File: config.mk
export PLATFORM = sky130hd
export DESIGN_NAME = serial_deserializer
export DESIGN_NICKNAME = d
export VERILOG_FILES = /design/src/rtl/serial_pkg.sv /design/src/rtl/serial_bit_counter.sv /design/src/rtl/serial_deserializer.sv
export SDC_FILE = /design/constraint.sdc
export NUM_CORES = 1
export LEC_CHECK = 0
export ABC_AREA = 1
export ABC_CLOCK_PERIOD_IN_PS = 3350
export CORE_AREA = 2 2 65 67
export CTS_CLUSTER_DIAMETER = 40
export DETAILED_ROUTE_END_ITERATION = 6
export DIE_AREA = 0 0 67 69
export GPL_TIMING_DRIVEN = 0
export PLACE_DENSITY = 0.5
export REMOVE_ABC_BUFFERS = 1
export SLEW_MARGIN = 5
export SYNTH_ARGS = -nofsm -noshare
export SYNTH_HDL_FRONTEND = slang
export SYNTH_HIERARCHICAL = 1
export SYNTH_SLANG_ARGS = --single-unit
File: constraint.sdc
create_clock -name clk -period 3.35 [get_ports clk]
set_input_delay 0.335 -clock clk [delete_from_list [all_inputs] [get_ports clk]]
set_output_delay 0.335 -clock clk [all_outputs]
set_load 0.03 [all_outputs]
File: src/rtl/serial_pkg.sv
// Shared types and helpers for the serial deserializer slice.
// SERIAL_PARITY_CHECK_EN appends an even-parity bit to every frame.
package serial_pkg;

    typedef enum logic {
        EMPTY = 1'b0,
        FULL  = 1'b1
    } out_state_t;

`ifdef SERIAL_PARITY_CHECK_EN
    localparam int PAR_BITS = 1;
`else
    localparam int PAR_BITS = 0;
`endif

    function automatic int cnt_width(input int n);
        return $clog2(n);
    endfunction

    // Reduction XOR; callers zero-extend narrower frames.
    function automatic logic even_parity(input logic [63:0] bits);
        return ^bits;
    endfunction

endpackage

File: src/rtl/serial_bit_counter.sv
// Modulo-N event counter with synchronous clear and a wrap strobe on the
// enabled cycle that rolls the count from N-1 back to 0.
module serial_bit_counter
    import serial_pkg::*;
#(
    parameter int N = 10,
    parameter int W = cnt_width(N)
) (
    input  logic         clk,
    input  logic         rst,
    input  logic         en,
    input  logic         clr,
    output logic [W-1:0] count,
    output logic         wrap
);

    logic at_top_s;

    assign at_top_s = (count == W'(N - 1));
    assign wrap     = en & ~clr & at_top_s;

    // Count qualified events; clear wins over enable
    always_ff @(posedge clk or posedge rst) begin
        if (rst) begin
            count <= {W{1'b0}};
        end else if (clr) begin
            count <= {W{1'b0}};
        end else if (en) begin
            if (at_top_s) begin
                count <= {W{1'b0}};
            end else begin
                count <= count + W'(1);
            end
        end
    end

endmodule

File: src/rtl/serial_deserializer.sv
// LSB-first serial-to-parallel receiver with one output holding register.
// SERIAL_PARITY_CHECK_EN: frames carry a trailing even-parity bit, reported on parity_err.
module serial_deserializer
    import serial_pkg::*;
#(
    parameter int SIZE = 10
) (
    input  logic                                   clk,
    input  logic                                   rst,
    input  logic                                   sin,
    input  logic                                   sin_valid,
    input  logic                                   flush,
    output logic [SIZE-1:0]                        word_out,
    output logic                                   word_valid,
    input  logic                                   word_ready,
    output logic                                   overrun,
    output logic [cnt_width(SIZE+PAR_BITS)-1:0]    bit_cnt,
    output logic                                   parity_err
);

    localparam int FRAME = SIZE + PAR_BITS;
    localparam int CW    = cnt_width(FRAME);

    logic [FRAME-1:0] shift_r;
    logic [FRAME-1:0] frame_s;
    logic             complete_s;
    logic             perr_s;
    logic             load_s;
    logic             drop_s;
    out_state_t       state_r;
    out_state_t       next_state_s;

    // Incoming bit enters at the MSB so the first bit ends up in bit 0
    assign frame_s = {sin, shift_r[FRAME-1:1]};

`ifdef SERIAL_PARITY_CHECK_EN
    assign perr_s = even_parity(64'(frame_s));
`else
    assign perr_s = 1'b0;
`endif

    serial_bit_counter #(
        .N (FRAME),
        .W (CW)
    ) u_bit_counter (
        .clk   (clk),
        .rst   (rst),
        .en    (sin_valid),
        .clr   (flush),
        .count (bit_cnt),
        .wrap  (complete_s)
    );

    // Shift stage; flush discards the partial word including this cycle's bit
    always_ff @(posedge clk or posedge rst) begin
        if (rst) begin
            shift_r <= {FRAME{1'b0}};
        end else if (flush) begin
            shift_r <= {FRAME{1'b0}};
        end else if (sin_valid) begin
            shift_r <= frame_s;
        end
    end

    // Output handoff state register
    always_ff @(posedge clk or posedge rst) begin
        if (rst) begin
            state_r <= EMPTY;
        end else begin
            state_r <= next_state_s;
        end
    end

    // Next state: a completing word reloads when the old one leaves this cycle
    always_comb begin
        next_state_s = state_r;
        load_s       = 1'b0;
        drop_s       = 1'b0;
        case (state_r)
            EMPTY: begin
                if (complete_s) begin
                    load_s       = 1'b1;
                    next_state_s = FULL;
                end else begin
                    next_state_s = EMPTY;
                end
            end
            FULL: begin
                if (complete_s) begin
                    if (word_ready) begin
                        load_s = 1'b1;
                    end else begin
                        drop_s = 1'b1;
                    end
                    next_state_s = FULL;
                end else if (word_ready) begin
                    next_state_s = EMPTY;
                end else begin
                    next_state_s = FULL;
                end
            end
            default: begin
                next_state_s = EMPTY;
            end
        endcase
    end

    assign word_valid = (state_r == FULL);

    // Holding register for the delivered word and its parity status
    always_ff @(posedge clk or posedge rst) begin
        if (rst) begin
            word_out   <= {SIZE{1'b0}};
            parity_err <= 1'b0;
        end else if (load_s) begin
            word_out   <= frame_s[SIZE-1:0];
            parity_err <= perr_s;
        end
    end

    // Sticky drop indicator
    always_ff @(posedge clk or posedge rst) begin
        if (rst) begin
            overrun <= 1'b0;
        end else if (drop_s) begin
            overrun <= 1'b1;
        end
    end

endmodule

Word-level counts from Yosys, hierarchy flattened

Cells that the tools add are included.

Register bits: 26
Output and inout bits: 17
Word-level logic and storage cells: 26

Add/subtract/negate cells: 1
Equal/unequal tests: 1
Mux-type cells: 14
Bitwise logic cells: 4
Reductions and logical operators: 1

Operators with widths:

| kind                                         | count |
|---|---|
| 2-to-1 mux 10 bit                            | 2 |
| 2-to-1 mux 4 bit                             | 3 |
| 2-to-1 mux 1 bit                             | 7 |
| adder 4 x 1 -> 4 bit (second input constant) | 1 |
| == test 4 bit (second input constant)        | 1 |
| one-hot mux 1 bit (2 select lines)           | 2 |
| AND 1 bit                                    | 2 |
| inverter 1 bit                               | 2 |
| nonzero test 2 bit                           | 1 |

Logic depth before layout (Yosys ltp)

Depth after elaboration: 5
Gate-level depth with buffers: 7

Hierarchy

The synthesis kept the hierarchy.

Modules (own cells, without submodules):

| module              | instances | cells each | area an instance (um^2) |
|---|---|---|---|
| serial_deserializer | 1         | 92         | 872.1 |
| serial_bit_counter  | 1         | 33         | 255.2 |

Least setup slack after synthesis

OpenSTA, ideal clock, no wires.

Path kind: reg-to-reg
From: register u_bit_counter.count[0]
To: register word_out[8]
Library setup time: 0.065 ns
Arrival: 1.492 ns
Setup slack: 1.793 ns
Cell stages (with the launch flop): 7
Clock period less this slack: 1.557 ns
Cell sequence: dfrtp_1 > ha_1 > nand2_1 > nor3_1 > buf_4 > nand3_1 > nand2_1

Longest elaborated chain between the ends: 4
Elaborated cells between the ends (all ways): 5
Classes of those cells: 1 x eq/ne; 3 x mux; 1 x bitwise

Ends and longest elaborated chain:

| what                                       | line                                                 | source |
|---|---|---|
| start, declared                            | serial_bit_counter.sv:13                             | `output logic [W-1:0] count,` |
| start signal, assigned                     | serial_bit_counter.sv:25                             | `count <= {W{1'b0}};` |
| start signal, assigned                     | serial_bit_counter.sv:27                             | `count <= {W{1'b0}};` |
| start signal, assigned                     | serial_bit_counter.sv:30                             | `count <= {W{1'b0}};` |
| == test 4 bit *                            | serial_bit_counter.sv:19                             | `assign at_top_s = (count == W'(N - 1));` |
| AND 1 bit *                                | serial_bit_counter.sv:20                             | `assign wrap = en & ~clr & at_top_s;` |
| net complete_s                             | serial_deserializer.sv:26                            | `logic complete_s;` |
| 2-to-1 mux 1 bit, on equally long branches | serial_deserializer.sv:89, serial_deserializer.sv:81 |  |
| one-hot mux 1 bit (2 select lines) *       | serial_deserializer.sv:79                            | `case (state_r)` |
| end signal, assigned                       | serial_deserializer.sv:113                           | `word_out <= {SIZE{1'b0}};` |
| end signal, assigned                       | serial_deserializer.sv:116                           | `word_out <= frame_s[SIZE-1:0];` |
| end, declared                              | serial_deserializer.sv:13                            | `output logic [SIZE-1:0] word_out,` |

Mark *: on every way through the listed nets, which the timed path passes. The rest lies on a longest branch.
A chain may end at the register's enable or synchronous reset.

Worst setup path in the final report

From: input port sin_valid
To: register word_out[2]

Longest elaborated chain between the ends: 4
Elaborated cells between the ends (all ways): 5
Classes of those cells: 3 x mux; 2 x bitwise

Ends and longest elaborated chain:

| what                                       | line                                                 | source |
|---|---|---|
| start, declared                            | serial_deserializer.sv:11                            | `input logic sin_valid,` |
| AND 1 bit * (2 in a row)                   | serial_bit_counter.sv:20                             |  |
| net complete_s                             | serial_deserializer.sv:26                            |  |
| 2-to-1 mux 1 bit, on equally long branches | serial_deserializer.sv:89, serial_deserializer.sv:81 |  |
| one-hot mux 1 bit (2 select lines) *       | serial_deserializer.sv:79                            |  |

Marked as above.

==> impl_metrics.csv <==
group,metric,value,unit
run_status,outcome,"completed",
setup_path,crit_path_frequent_cell,"nand2_1",
cells_and_area,fin_util,36.13,%
floorplan,num_rows,23,
setup_path,cp_data_required_time,3.51,ns
timing,finalHoldViolCount,0,
cts,h-tree-depth,1,
routing,final_antenna_net_count,0,
grt,grt_max_degree,22,
placed_design,dpl_cell_area,0.001363,mm²
setup_path,crit_buf_inv,1,
cells_and_area,seqCellArea,625.6,µm²
routing,first_pass_iters,4,
routing,wl_per_cell,10.65,µm
placed_design,place_ws,0.3468,ns
timing,slew_headroom,46.91,%
timing,min_period_over_period,65.48,%
cts,clk_pin_slew,0.09,ns
grt,grt_pass1_wl,3.698,mm
timing,tns,0,ns
cells_and_area,drive_above_1_share,9.589,%
setup_path,crit_path_top_delay_cell,"clkdlybuf4s50_1",
floorplan,start_util,28.80,%
setup_path,critical_path_class,"input port to register",
timing,finalMaxSlewViolations,0,
setup_path,cp_cell_sequence,"clkdlybuf4s50_1, nand2_4, nor3_2, nand2_2, nand2_1, nand2_1",
power_and_ir_drop,power.leakage,0.7540,nW
cells_and_area,fin_area,0.001414,mm²
synthesis,yosys.area.top_type,"dfrtp_1",
timing,rsz0062_at_grt,"false",
cts,cts_tree,"yes",
placed_design,place_congestion,0.7802,
setup_path,worstSetupEndpointType,"register",
floorplan,dieHeight,69,µm
placed_design,io_buffers,21,
power_and_ir_drop,pwr-share-seq,58.1,%
grt,grt.overflow.total,0,
floorplan,die-area,0.004623,mm²
power_and_ir_drop,power_density,377.7,mW/mm²
job,drv_cap,0,
synthesis,synth.ff_latch_count,25,
power_and_ir_drop,share_comb_of_total_power,8.4,%
cts,clkLatencyLatePin,0.26,ns
cells_and_area,fill_cells,418,
cts,clk_path_buf_depth,2,
floorplan,ioPinCount,23,
cts,cts-root-buf,"clkbuf_8",
cts,ctsResizeCount,0,
floorplan,core_region_area,0.003914,mm²
synthesis,synth_cells,125,
cts,cts.sinks,25,
power_and_ir_drop,switching_share,24.37,%
routing,drcViolationCount,0,
setup_path,cp-start-kind,"input port",
grt,grt_pass1_vias,807,
cells_and_area,fin_nets,155,
synthesis,synth-seq-area-share,55.49,%
power_and_ir_drop,pwr-share-clk,33.5,%
setup_path,worstPathArrival,2.35,ns
power_and_ir_drop,p_int,403.9,µW
routing,drt_iter0_markers,55,
timing,fmax,455.8,MHz
setup_path,cp_slowest_stage_delay,0.88,ns
cts,hold_buffers,0,
power_and_ir_drop,ir_worst_vdd,0.1385,mV
synthesis,synthTopCellsByArea,"dfrtp_1, nand2_1, nand3_1, inv_1, ha_1",
grt,track_usage,10.09,%
routing,drt-total-wl,2.087,mm
timing,worst_pin_slew,0.7954,ns
cells_and_area,diodes,0,
synthesis,yosys_warnings,6,
timing,fin_ws,1.156,ns
cells_and_area,area_growth,25.42,%
cts,post-cts-setup-buffer-count,0,
min_path,hp-class,"input port to asynchronous set/reset pin",
synthesis,netlist_area,0.001127,mm²
grt,antenna_found_initial,0,
power_and_ir_drop,p_sw,130.1,µW
cells_and_area,multi_input_area,427.9,µm²
timing,setup_viol,0,
synthesis,synth_cell_types,18,
timing,finalClockSkew,0.005602,ns
routing,via_count,851,
synthesis,synth.top_cell.area_share,55.49,%
setup_path,path_max_fanout,12,
setup_path,crit_family,"simple AND/OR/NAND/NOR gates",
floorplan,die_w,67,µm
routing,drt-vias-per-instance,4.342,
cells_and_area,stdcell_count,196,
placed_design,placedCellCount,192,
cts,cts_buffers,3,
synthesis,avgSynthCellArea,9.019,µm²
timing,period_needed,2.194,ns
placed_design,dp.final_hpwl,1.513,mm
## cells in the mapped netlist (all sizes together)
library cell / number
nor3: 1
inv: 11
o21bai: 1
nand3: 23
nand2: 50
conb: 1
o21ai: 2
xor2: 1
nand4: 1
nor2: 3
buf: 4
dfrtp: 25
ha: 2
## final timing paths
path,to,from,cells after the start,slack [ns]
setup / recovery,word_out[2]$_DFFE_PP0P_,sin_valid,6,1.16
hold / removal,u_bit_counter/count[1]$_DFFE_PP0P_,rst,2,0.27
setup reg to reg,word_out[2]$_DFFE_PP0P_,u_bit_counter/count[1]$_DFFE_PP0P_,7,1.41
hold reg to reg,word_out[3]$_DFFE_PP0P_,word_out[3]$_DFFE_PP0P_,2,0.47
max in group asynchronous,word_out[5]$_DFFE_PP0P_,rst,2,2.31
min in group clk,word_out[3]$_DFFE_PP0P_,word_out[3]$_DFFE_PP0P_,2,0.47
## cell usage in the layout (no fill, tap or decap), drive strengths merged
cell type / synthesis / routed
nand2: 50 / 50
dfrtp: 25 / 25
nand3: 23 / 23
clkdlybuf4s50: 0 / 21
inv: 11 / 11
clkbuf: 0 / 3
nor2: 3 / 3
o21ai: 2 / 2
ha: 2 / 2
o21bai: 1 / 1
conb: 1 / 1
clkinv: 0 / 1
xor2: 1 / 1
nor3: 1 / 1
nand4: 1 / 1
## registers in the layout (all words and copies together) (netlist names)
| signal | cells |
|---|---|
| word_out | 10 |
| u_bit_counter/count | 4 |
| word_valid | 1 |
| overrun | 1 |
| shift_r | 9 |
## kinds of logic (layout without fill, tap and decap cells)
| logic type | Yosys count | count (layout) | synth area share [%] |
|---|---|---|---|
| adders and majority gates | 2 | 2 | 2.219 |
| xor gates and xnor gates | 1 | 1 | 0.7771 |
| and+or+nand+nor | 78 | 78 | 32.30 |
| buffers and inverters | 15 | 36 | 6.992 |
| AOI/OAI and AO/OA | 3 | 3 | 1.887 |
| other | 1 | 1 | 0.3326 |
| DFF | 25 | 25 | 55.49 |
## area by class of cell
class | count | area share [%]
sequential | 25 | 44.25
timing repair buffer | 21 | 14.87
multi-input combinational | 85 | 30.27
inverter | 11 | 2.920
clock buffer | 3 | 2.920
clock inverter | 1 | 0.3540
tap | 50 | 4.425
## power groups by stage
stage | clock network [mW] | registers [mW] | logic (mW)
after floorplan | 0 | 0.320 | 0.0199
after global placement | 0 | 0.316 | 0.0448
after detailed placement | 0 | 0.316 | 0.0455
after CTS | 0.183 | 0.310 | 0.0459
after global routing | 0.196 | 0.311 | 0.0500
final | 0.179 | 0.310 | 0.0449
## stage by stage
step | total power [mW] | hold WS (ns)
floorplan | 0.3402 | 0.1011
global placement | 0.3606 | 0.4525
detailed placement | 0.3616 | 0.4576
CTS | 0.5393 | 0.2788
global route | 0.5571 | 0.3064
finish | 0.5341 | 0.2705
## per-layer routing
metal / part of all wire [%] / vias to the layer above / GRT usage (%) / wire (µm)
met5: 0 / - / 0 / 0
met4: 0.91 / 0 / 3.401 / 19
met3: 5.8 / 2 / 2.121 / 122
met2: 41 / 23 / 15.07 / 864
met1: 52 / 388 / 14.36 / 1080
li1: - / 438 / - / -
(Power assumes the default switching activity.)
==> edit 1: new RTL, same flow settings <==
Set the parameter `SIZE` to 11 (it was 10).
--- a/src/rtl/serial_deserializer.sv
+++ b/src/rtl/serial_deserializer.sv
@@ -3,7 +3,7 @@
 module serial_deserializer
     import serial_pkg::*;
 #(
-    parameter int SIZE = 10
+    parameter int SIZE = 11
 ) (
     input  logic                                   clk,
     input  logic                                   rst,
Ports: changed (resized word_out); port bits go from 23 to 24. No check against the original RTL was run, so the function may have changed too.
==> edit 1 against the original RTL <==
Area after synthesis grew 6.4%. Maximum frequency shrank 8.1%. Sequential cell count grew 2. Final area grew 5.1%. Power grew 5.5%. Core utilization grew 1.9 points. Routed wire length grew 17%. Setup slack lost 0.19 ns. Sequential power grew 7.7%. Critical path depth is the same.
==> edit 1: results (changes against the original RTL) <==
stage,metric,value,unit,change
power_and_ir_drop,VDD IR max,0.130,mV,-5.9%
synth,"top cells by count, synth","nand2_1 (55), dfrtp_1 (27), nand3_1 (23)",,
place,dpl ws,0.649,ns,+0.302 ns
worst_setup_path,"Max FO, Critical Path",13,,+1
worst_setup_path,flop-to-flop setup slack,1.24,ns,-0.17 ns
clock_network,post-CTS setup buffers,0,,unchanged
grt,pin count of the biggest net entering global routing,24,,+9.1%
worst_setup_path,CP endpoint,word_out[5]$_DFFE_PP0P_,,
place,Buffers on Ports,22,,+4.8%
drt,Detailed Route Iter0 Violations,42,,-24%
synth,"top cells by area, synth","dfrtp_1 (56%), nand2_1 (17%), nand3_1 (9.6%)",,
clock_network,Max Buffers Root-to-Sink,2,,unchanged
grt,global-route wire length before repair,4070,um,+10%
final_layout,share of layout cells above drive strength 1,7.69,%,-1.9 points
synth,Post-synth ARST share,100,%,unchanged
timing,Worst Skew,0.00265,ns,-0.00295 ns
final_layout,Non-Clock Buffer Count,22,,+4.8%
timing,Final Critical Period,2.39,ns,+0.193 ns
final_layout,footprint of the multi-input gates,440,um2,+2.9%
final_layout,dominant kind of cell,sequential cells,,
drt,metal3 WL,103,um,-16%
grt,met2 usage,17.9,%,+2.9 points
synth,post-synthesis sequential area ratio,56.3,%,+0.81 points
grt,gr usage total,11.2,%,+1.1 points
place,gpl congestion,0.743,,-4.7%
place,hpwl dp,1700,um,+13%
drt,Top Layer Used,met4,,
drt,met2 wire length,1200,um,+39%
worst_setup_path,origin of the worst setup path,sin_valid,,
grt,M1 GR Usage,14.2,%,-0.18 points
worst_setup_path,R2R cell count,7,,unchanged
timing,Hold WS,0.281,ns,+0.0108 ns
synth,Yosys cell types,19,,+1
drt,WL per Instance,11.9,um,+12%
synth,synthesis warning total,6,,unchanged
grt,vias in the first global route,924,,+14%
power_and_ir_drop,NetSw,0.000136,W,+4.4%
synth,#FFs+latches synth,27,,+8.0%
clock_network,Clock Pin Slew Worst Setup and Hold Paths,0.09,ns,about the same
final_layout,NumNets Final,165,,+6.5%
final_layout,sequential cell area share,45.5,%,+1.2 points
grt,met3 GRT Util,1.96,%,-0.16 points
final_layout,#MultiIn Comb,92,,+8.2%
power_and_ir_drop,Static Leak,0.799,nW,+5.9%
timing,actual slew at the worst max-slew pin,0.853,ns,+0.0578 ns
final_layout,Regs by FF count,"word_out x11, shift_r x10, u_bit_counter/count x4",,
drt,vias per cell,4.46,,+2.7%
worst_setup_path,R2R Path Start,u_bit_counter/count[0]$_DFFE_PP0P_,,
final_layout,clock network area share,3.11,%,-0.16 points
run_status,status,completed,,
synth,Synth Flop Type,dfrtp_1,,
final_layout,fillers,416,,-0.48%
grt,antenna violations before repair,0,,unchanged
final_layout,Non-clock buffering overhead,14.8,%,-0.052 points
drt,Metal-1 WL,1110,um,+2.9%
final_layout,Inverters,11,,unchanged
clock_network,CTS resizes,0,,unchanged
## edit 1: worst max-delay path, cell delays in order
cell and delay [ns]:
clkdlybuf4s50_1 0.81, nand2_1 0.22, nor3_2 0.69, nand2_2 0.32, nand2_1 0.13, nand2_1 0.06
## edit 1: power groups by stage
stage	Clock (W)	Combinational, W	Sequential (W)
after detailed placement	0	0.0000446	0.000341
after floorplan	0	0.0000193	0.000345
after global routing	0.000203	0.0000480	0.000335
after CTS	0.000195	0.0000449	0.000334
final	0.000185	0.0000439	0.000334
after global placement	0	0.0000433	0.000340
## edit 1: kinds of logic after synthesis
group           share of synthesized area, %
simple gates                            32.1
xor+xnor                               0.730
flops                                   56.3
buf+inv                                 7.40
fa+ha+maj                               2.09
other cells                            0.313
compound gates                          1.04
## edit 1: through the flow
| step | instance area [um2] | cells |
|---|---|---|
| after floorplan | 1150 | 130 |
| final | 1490 | 206 |
| after global placement | 1440 | 202 |
| after CTS | 1490 | 206 |
| after detailed placement | 1440 | 202 |
| after global routing | 1490 | 206 |
==> edit 2: new RTL, same flow settings <==
Without the edit above. Register the output `bit_cnt`, with the module's reset; this adds one clock of latency there. The other outputs are not delayed to match.
--- a/src/rtl/serial_deserializer.sv
+++ b/src/rtl/serial_deserializer.sv
@@ -20,6 +20,8 @@
 
     localparam int FRAME = SIZE + PAR_BITS;
     localparam int CW    = cnt_width(FRAME);
+
+    logic [cnt_width(SIZE+PAR_BITS)-1:0] bit_cnt_d;
 
     logic [FRAME-1:0] shift_r;
     logic [FRAME-1:0] frame_s;
@@ -47,7 +49,7 @@
         .rst   (rst),
         .en    (sin_valid),
         .clr   (flush),
-        .count (bit_cnt),
+        .count (bit_cnt_d),
         .wrap  (complete_s)
     );
 
@@ -127,5 +129,13 @@
         end
     end
 
+    always_ff @(posedge clk or posedge rst) begin
+        if (rst) begin
+            bit_cnt <= '0;
+        end else begin
+            bit_cnt <= bit_cnt_d;
+        end
+    end
+
 endmodule
 
Check against the original RTL: not equivalent (a bounded check fails within 4 cycles, from zero or initial values and one cycle with rst high).
==> edit 2 against the original RTL <==
Routed wire length up 9.6%. Sequential power up 16%. Synthesized cell count up 3.2%. Final area up 11%. Cell count up 4.1%. Register-to-register slack worse by 0.05 ns. Global-route usage up 1.5 points. Sequential cell count up 4. Area after synthesis up 8.9%. Power up 34%. Setup slack worse by 0.044 ns.
==> edit 2: results (changes against the original RTL) <==
stage,metric,value,unit,change
run_status,status,completed,,
drt,final wirelength,2290,um,+9.6%
worst_setup_path,flop-to-flop setup slack,1.36,ns,-0.05 ns
synth,post-synthesis sequential area ratio,59.1,%,+3.6 points
final_layout,Regs by FF count,"word_out x10, shift_r x9",,
drt,total number of vias,924,,+8.6%
final_layout,NumNets Final,161,,+3.9%
clock_network,Clock Pin Slew Worst Setup and Hold Paths,0.06,ns,-0.03 ns
power_and_ir_drop,VDD IR max,0.192,mV,+39%
synth,syn avg cell area,9.51,um2,+5.5%
place,gpl congestion,0.728,,-6.8%
place,hpwl dp,1590,um,+5.1%
grt,pin count of the biggest net entering global routing,26,,+18%
grt,M1 GR Usage,13.1,%,-1.2 points
timing,Slew HR,38.2,%,-8.7 points
clock_network,number of H-tree levels,2,,+1
drt,WL per Instance,11.2,um,+5.3%
place,DP Cell Count,196,,+2.1%
synth,"top cells by count, synth","nand2_1 (47), dfrtp_1 (29), nand3_1 (23)",,
power_and_ir_drop,Static Leak,0.837,nW,+11%
drt,DRT Pass-1 Iters,5,,+1
power_and_ir_drop,Net Sw Frac,22.4,%,-2.0 points
timing,Worst Skew,0.00724,ns,+0.00164 ns
synth,"top cells by area, synth","dfrtp_1 (59%), nand2_1 (14%), nand3_1 (9.4%)",,
clock_network,CTS buffer count,5,,+2
## edit 2: changes by cell type after synthesis, sizes merged
cell   unedited run  this run
dfrtp            25        29
## edit 2: area by class of cell
cell class	instances	area (um2)	area share, %
Tap cell	50	62.6	3.99
Multi-Input combinational cell	85	428	27.3
Inverter	11	41.3	2.63
Sequential cell	29	726	46.3
Timing Repair Buffer	21	210	13.4
Clock buffer	7	96.3	6.14
Clock inverter	1	5.00	0.319
## edit 2: per-layer routing
metal	up-vias	part of all wire (%)	routed length, um
met1	439	45	1030
met3	8	5.8	132
met5	-	0	0
met4	0	2.3	52
li1	451	-	-
met2	26	47	1070
## edit 2: power groups by stage
stage / clock, W / sequential, W / combinational, W
final: 0.000311 / 0.000361 / 0.0000456
after detailed placement: 0 / 0.000368 / 0.0000463
after global placement: 0 / 0.000367 / 0.0000454
after CTS: 0.000322 / 0.000361 / 0.0000465
after global routing: 0.000343 / 0.000362 / 0.0000504
after floorplan: 0 / 0.000372 / 0.0000206
## edit 2: worst max-delay path: cells and delay by family
| family | cells | cell delay [ns] |
|---|---|---|
| and+or+nand+nor | 5 | 1.21 |
| buffers and inverters | 1 | 0.86 |
## edit 2: cells by family after synthesis
group / synth area share (%)
buffers and inverters: 6.42
AND/OR/NAND/NOR: 29.7
XOR/XNOR: 0.714
AO/OA/AOI/OAI: 1.73
other: 0.306
flip-flops: 59.1
adder cells (fa/ha/maj): 2.04
## edit 2: through the flow
step	power (W)	utilization (%)	setup WS, ns	cell area, um2
detailed placement	0.000414	37.4	0.250	1460
finish	0.000718	40.1	1.11	1570
CTS	0.000729	40.0	0.540	1560
global route	0.000755	40.1	0.912	1570
global placement	0.000413	37.4	0.285	1460
floorplan	0.000393	-	1.46	1190
